$ cat src/rtl/wall_pkg.sv
// Shared screen geometry, colours and FSM encodings for the wall drawer.
package wall_pkg;

    localparam int SCREEN_W = 160;
    localparam int SCREEN_H = 120;

    localparam logic [2:0] BG   = 3'b000;
    localparam logic [2:0] WALL = 3'b010;

    typedef enum logic [1:0] {
        ST_IDLE  = 2'b00,
        ST_ERASE = 2'b01,
        ST_DRAW  = 2'b10,
        ST_DONE  = 2'b11
    } state_t;

    // Hole bottom row (exclusive), clamped to the screen height.
    function automatic logic [8:0] hole_bottom(input logic [8:0] top,
                                               input logic [8:0] height,
                                               input logic [8:0] limit);
        logic [8:0] sum;
        sum = top + height;
        return (sum > limit) ? limit : sum;
    endfunction

endpackage

$ cat src/rtl/wall_drawer_pixel_scanner.sv
// Column/row scan counter: rows sweep fastest, columns step on row wrap.
module pixel_scanner #(
    parameter int WALL_W   = 4,
    parameter int SCREEN_H = 120
) (
    input  logic       clk,
    input  logic       resetn,
    input  logic       i_en,
    input  logic       i_clr,
    output logic [7:0] o_col,
    output logic [7:0] o_row,
    output logic       o_last
);

    logic [7:0] r_col;
    logic [7:0] r_row;
    logic       w_row_end;
    logic       w_col_end;

    assign w_row_end = (r_row == 8'(SCREEN_H - 1));
    assign w_col_end = (r_col == 8'(WALL_W - 1));
    assign o_col     = r_col;
    assign o_row     = r_row;
    assign o_last    = w_row_end && w_col_end;

    // Scan position; clear wins over enable.
    always_ff @(posedge clk or negedge resetn) begin
        if (!resetn) begin
            r_col <= 8'd0;
            r_row <= 8'd0;
        end else if (i_clr) begin
            r_col <= 8'd0;
            r_row <= 8'd0;
        end else if (i_en) begin
            if (w_row_end) begin
                r_row <= 8'd0;
                r_col <= w_col_end ? 8'd0 : r_col + 8'd1;
            end else begin
                r_row <= r_row + 8'd1;
            end
        end
    end

endmodule

$ cat src/rtl/wall_drawer.sv
// Redraws a vertical wall with a hole, one pixel per cycle, on start.
// Define WALL_DRAWER_ERASE_EN to erase the previous wall before drawing.
module wall_drawer #(
    parameter int WALL_W   = 4,
    parameter int SCREEN_W = wall_pkg::SCREEN_W,
    parameter int SCREEN_H = wall_pkg::SCREEN_H,
    parameter int HOLE_H   = 40
) (
    input  logic       clk,
    input  logic       resetn,
    input  logic       start,
    input  logic [7:0] wall_x,
    input  logic [7:0] hole_y,
    output logic [7:0] x,
    output logic [6:0] y,
    output logic [2:0] colour,
    output logic       plot,
    output logic       busy,
    output logic       done
);
    import wall_pkg::*;

    state_t     r_state;
    state_t     w_next_state;
    logic [7:0] r_new_x;
    logic [7:0] r_new_y;
    logic       w_latch;
    logic       w_scan_en;
    logic       w_scan_clr;
    logic [7:0] w_col;
    logic [7:0] w_row;
    logic       w_last;
    logic [7:0] w_base_x;
    logic [8:0] w_px_x;
    logic       w_px_valid;
    logic [2:0] w_px_colour;
    logic [8:0] w_hole_bot;
    logic       w_in_hole;
`ifdef WALL_DRAWER_ERASE_EN
    logic [7:0] r_old_x;
    logic       r_have_wall;
`endif

    pixel_scanner #(
        .WALL_W   (WALL_W),
        .SCREEN_H (SCREEN_H)
    ) u_scanner (
        .clk    (clk),
        .resetn (resetn),
        .i_en   (w_scan_en),
        .i_clr  (w_scan_clr),
        .o_col  (w_col),
        .o_row  (w_row),
        .o_last (w_last)
    );

    assign w_px_x     = {1'b0, w_base_x} + {1'b0, w_col};
    assign w_hole_bot = hole_bottom({1'b0, r_new_y}, 9'(HOLE_H), 9'(SCREEN_H));
    assign w_in_hole  = ({1'b0, w_row} >= {1'b0, r_new_y}) && ({1'b0, w_row} < w_hole_bot);

    // State register.
    always_ff @(posedge clk or negedge resetn) begin
        if (!resetn) begin
            r_state <= ST_IDLE;
        end else begin
            r_state <= w_next_state;
        end
    end

    // Next state, scanner control and the pixel about to be registered.
    always_comb begin
        w_next_state = r_state;
        w_latch      = 1'b0;
        w_scan_en    = 1'b0;
        w_scan_clr   = 1'b0;
        w_base_x     = r_new_x;
        w_px_valid   = 1'b0;
        w_px_colour  = BG;
        case (r_state)
            ST_IDLE: begin
                if (start) begin
                    w_latch    = 1'b1;
                    w_scan_clr = 1'b1;
`ifdef WALL_DRAWER_ERASE_EN
                    w_next_state = r_have_wall ? ST_ERASE : ST_DRAW;
`else
                    w_next_state = ST_DRAW;
`endif
                end else begin
                    w_next_state = ST_IDLE;
                end
            end
`ifdef WALL_DRAWER_ERASE_EN
            ST_ERASE: begin
                w_base_x   = r_old_x;
                w_px_valid = 1'b1;
                w_scan_en  = 1'b1;
                if (w_last) begin
                    w_scan_clr   = 1'b1;
                    w_next_state = ST_DRAW;
                end else begin
                    w_next_state = ST_ERASE;
                end
            end
`endif
            ST_DRAW: begin
                w_px_valid  = 1'b1;
                w_px_colour = w_in_hole ? BG : WALL;
                w_scan_en   = 1'b1;
                if (w_last) begin
                    w_scan_clr   = 1'b1;
                    w_next_state = ST_DONE;
                end else begin
                    w_next_state = ST_DRAW;
                end
            end
            ST_DONE: begin
                w_next_state = ST_IDLE;
            end
            default: begin
                w_next_state = ST_IDLE;
            end
        endcase
    end

    // Target wall position, captured only when a start is accepted.
    always_ff @(posedge clk or negedge resetn) begin
        if (!resetn) begin
            r_new_x <= 8'd0;
            r_new_y <= 8'd0;
        end else if (w_latch) begin
            r_new_x <= wall_x;
            r_new_y <= hole_y;
        end
    end

`ifdef WALL_DRAWER_ERASE_EN
    // Remember the finished wall so the next frame can erase it.
    always_ff @(posedge clk or negedge resetn) begin
        if (!resetn) begin
            r_old_x     <= 8'd0;
            r_have_wall <= 1'b0;
        end else if (r_state == ST_DONE) begin
            r_old_x     <= r_new_x;
            r_have_wall <= 1'b1;
        end
    end
`endif

    // Registered VGA outputs; off-screen columns are scanned but not plotted.
    always_ff @(posedge clk or negedge resetn) begin
        if (!resetn) begin
            x      <= 8'd0;
            y      <= 7'd0;
            colour <= 3'd0;
            plot   <= 1'b0;
            busy   <= 1'b0;
            done   <= 1'b0;
        end else begin
            x      <= w_px_x[7:0];
            y      <= w_row[6:0];
            colour <= w_px_colour;
            plot   <= w_px_valid && (w_px_x < 9'(SCREEN_W));
            busy   <= (r_state != ST_IDLE);
            done   <= (r_state == ST_DONE);
        end
    end

endmodule

$ cat config.mk
export PLATFORM = sky130hd
export DESIGN_NAME = wall_drawer
export DESIGN_NICKNAME = d
export VERILOG_FILES = /design/src/rtl/wall_pkg.sv /design/src/rtl/wall_drawer_pixel_scanner.sv /design/src/rtl/wall_drawer.sv
export SDC_FILE = /design/constraint.sdc
export NUM_CORES = 1
export LEC_CHECK = 0
export CORE_AREA = 5 5 83 92
export DETAILED_ROUTE_END_ITERATION = 16
export DIE_AREA = 0 0 88 97
export PLACE_DENSITY = 0.76
export SLEW_MARGIN = 10
export SYNTH_ARGS = -nofsm -noshare
export SYNTH_HDL_FRONTEND = slang
export SYNTH_SLANG_ARGS = --single-unit
$ cat constraint.sdc
create_clock -name clk -period 3.45 [get_ports clk]
set_input_delay 0.69 -clock clk [delete_from_list [all_inputs] [get_ports clk]]
set_output_delay 0.69 -clock clk [all_outputs]
set_load 0.005 [all_outputs]
==> results.tsv <==
metric	value	unit
track_usage	14.90	%
drt_first_pass_iters	4	
finalCritPeriodShare	71.10	%
critPathCaptureType	flop	
synth_cell_type_count	48	
status	completed	
synth-simple-area-share	20.54	%
synthTopCellsByArea	dfrtp_1 (46%), ha_1 (12%), nand2_1 (6.8%), xor2_1 (3.4%), nor2_1 (2.8%)	
drc_errors	0	
syn_inst	295	
core.rowCount	31	
cts_tree	yes	
syn-cell-area	2863	µm²
synth_top_cell_by_area	dfrtp_1	
wl	5.802	mm
async_flop_share	100.0	%
fin_crit	2.453	ns
fillerInstances	609	
grt_pass1_vias	2289	
final_common_cell	dfrtp_1	
wire_per_inst	13.95	µm
startpoint_type	flop	
startpoint	r_new_y[3]	
synth_top_area_share	46.33	%
die-area	8536	µm²
drtIter0Drc	98	
port_buffers	37	
fp.dieH	97	µm
worstPathMaxFanout	5	
dp_hpwl	4.331	mm
synth_xor_area_share	5.201	%
hold_path_class	in2async	
cts.sinks	53	
irDropWorstVdd	0.2755	mV
worst_slew_pin_slew	0.8408	ns
rsz0062_at_grt	false	
cts_buffers	5	
synth_edf_count	0	
final_cell_mix	dfrtp_1 (53), nand2_1 (52), clkdlybuf4s50_1 (36), ha_1 (27), nor2_1 (21)	
p_per_area	545.3	nW/µm²
start_util	43.67	%
final_area	3432	µm²
syn_area_per_cell	9.704	µm²
via_per_inst	5.310	
grt_max_degree	32	
clkSlewWorstSetupHoldPaths	0.10	ns
cp.arrival	2.63	ns
insertedDiodeCount	0	
grt_first_pass_wirelength	10.23	mm
seq_area_frac_synth	46.33	%
fin_skew	0.004186	ns
dieWidth	88	µm
synth-seq-cells	53	
yosys_most_used_dff	dfrtp_1	
total_power	1.871	mW
r2r_start	r_new_y[3]	
ios	40	
hold_buffers	0	
fmax	407.7	MHz
clock_latency	0.31	ns
cp.required	3.63	ns
post_cts_buffers	0	
synth_compound_area_share	10.66	%
cts_resized	0	
leakagePower	1.628	nW
area_growth	19.89	%
yosys_warnings	0	
h-tree-depth	2	
core-area	6555	µm²
grt_overflow	0	
final_antenna_net_count	0	
setup_violations	0	
vias	2209	
worst-setup-path-type	reg2reg	
nets	380	
hold_viol	0	
dpl_cell_area	3298	µm²
relSlewSlack	43.95	%
muxShareOfSynthArea	0.6993	%
setup_tns	0	ns
antenna_found_initial	0	
slew_violations	0	
gp_congestion	0.8667	
synthAdderAreaFrac	12.50	%
cts_root_buf	clkbuf_8	
drive_gt1_share	6.587	%
maxCapViolCount	0	
synth_top_family_by_area	simple AND/OR/NAND/NOR gates	
clockBufferDepth	2	
worst_hold_slack	0.4139	ns
## critical path, cell delays in order (launching register included)
cell and delay [ns]:
dfrtp_1 0.41, inv_1 0.14, ha_1 0.26, nor4_1 0.17, nand2_1 0.08, nand3_1 0.10, o21ai_2 0.07, inv_1 0.09
nand2_1 0.06, ha_1 0.30, a21o_1 0.16, a21o_1 0.17, a21oi_1 0.12, or2_2 0.11, o311ai_0 0.11
## power breakdown
| part | leakage, nW | switching [mW] | internal, mW |
|---|---|---|---|
| Sequential | 0.652 | 0.129 | 0.738 |
| Combinational | 0.908 | 0.221 | 0.291 |
| Clock | 0.0681 | 0.205 | 0.288 |
| Total | 1.63 | 0.555 | 1.32 |
## metal layers
metal,wire [µm],global-route usage (%),part of all wire (%)
met2,2950,25.46,51
met1,2447,17.67,42
met3,282,3.568,4.9
met5,0,0,0
met4,121,5.785,2.1
## cells by family (layout without fill, tap and decap cells)
family	count (synthesis)	in the layout
adder cells (fa/ha/maj)	28	28
AND/OR/NAND/NOR	120	120
flip-flops	53	53
other	2	3
AO/OA/AOI/OAI	48	48
multiplexers	2	2
XOR/XNOR	17	17
buffers and inverters	25	63
## cell type report
type	count	area (µm²)	area share, %
clock buffer	5	68.82	2.005
clock inverter	3	65.06	1.896
inverter	17	65.06	1.896
multi-input combinational	218	1431	41.71
sequential	53	1326	38.64
tap	82	102.6	2.989
timing repair buffer	38	372.9	10.86
## registers in the layout (all words and copies together) (netlist names)
name	cells
busy	1
r_new_x	8
u_scanner.o_row	8
y	7
colour	1
plot	1
done	1
r_state	2
u_scanner.o_col	8
x	8
r_new_y	8
## through the flow
step / util (%) / worst slack (ns) / std cells
5_1_grt: 52.36 / 0.7542 / 416
3_5_place_dp: 50.31 / 0.9287 / 408
3_3_place_gp: 50.31 / 0.9732 / 408
6_report: 52.36 / 0.9972 / 416
2_1_floorplan: - / 1.170 / 296
4_1_cts: 52.36 / 1.003 / 416
## cells in the mapped netlist, types with 4 or more instances
library cell and instances:
dfrtp_1 53, nand2_1 52, ha_1 27, nor2_1 21, inv_1 16, o21ai_0 15
a21oi_1 12, nand3_1 11, xor2_1 11, nand4_1 6, xnor2_1 6, a21o_1 5
and2_1 4
## final timing paths
check	end	slack, ns	cells past startpoint
max	colour[1]	1.0	14
min	r_new_y[1]	0.41	1
max reg2reg	colour[1]	1.0	14
min reg2reg	r_new_x[4]	0.49	2
max in group asynchronous	r_new_x[3]	2.28	2
min in group clk	r_new_x[4]	0.49	2
Note: power is estimated with default switching activity, not from simulation.
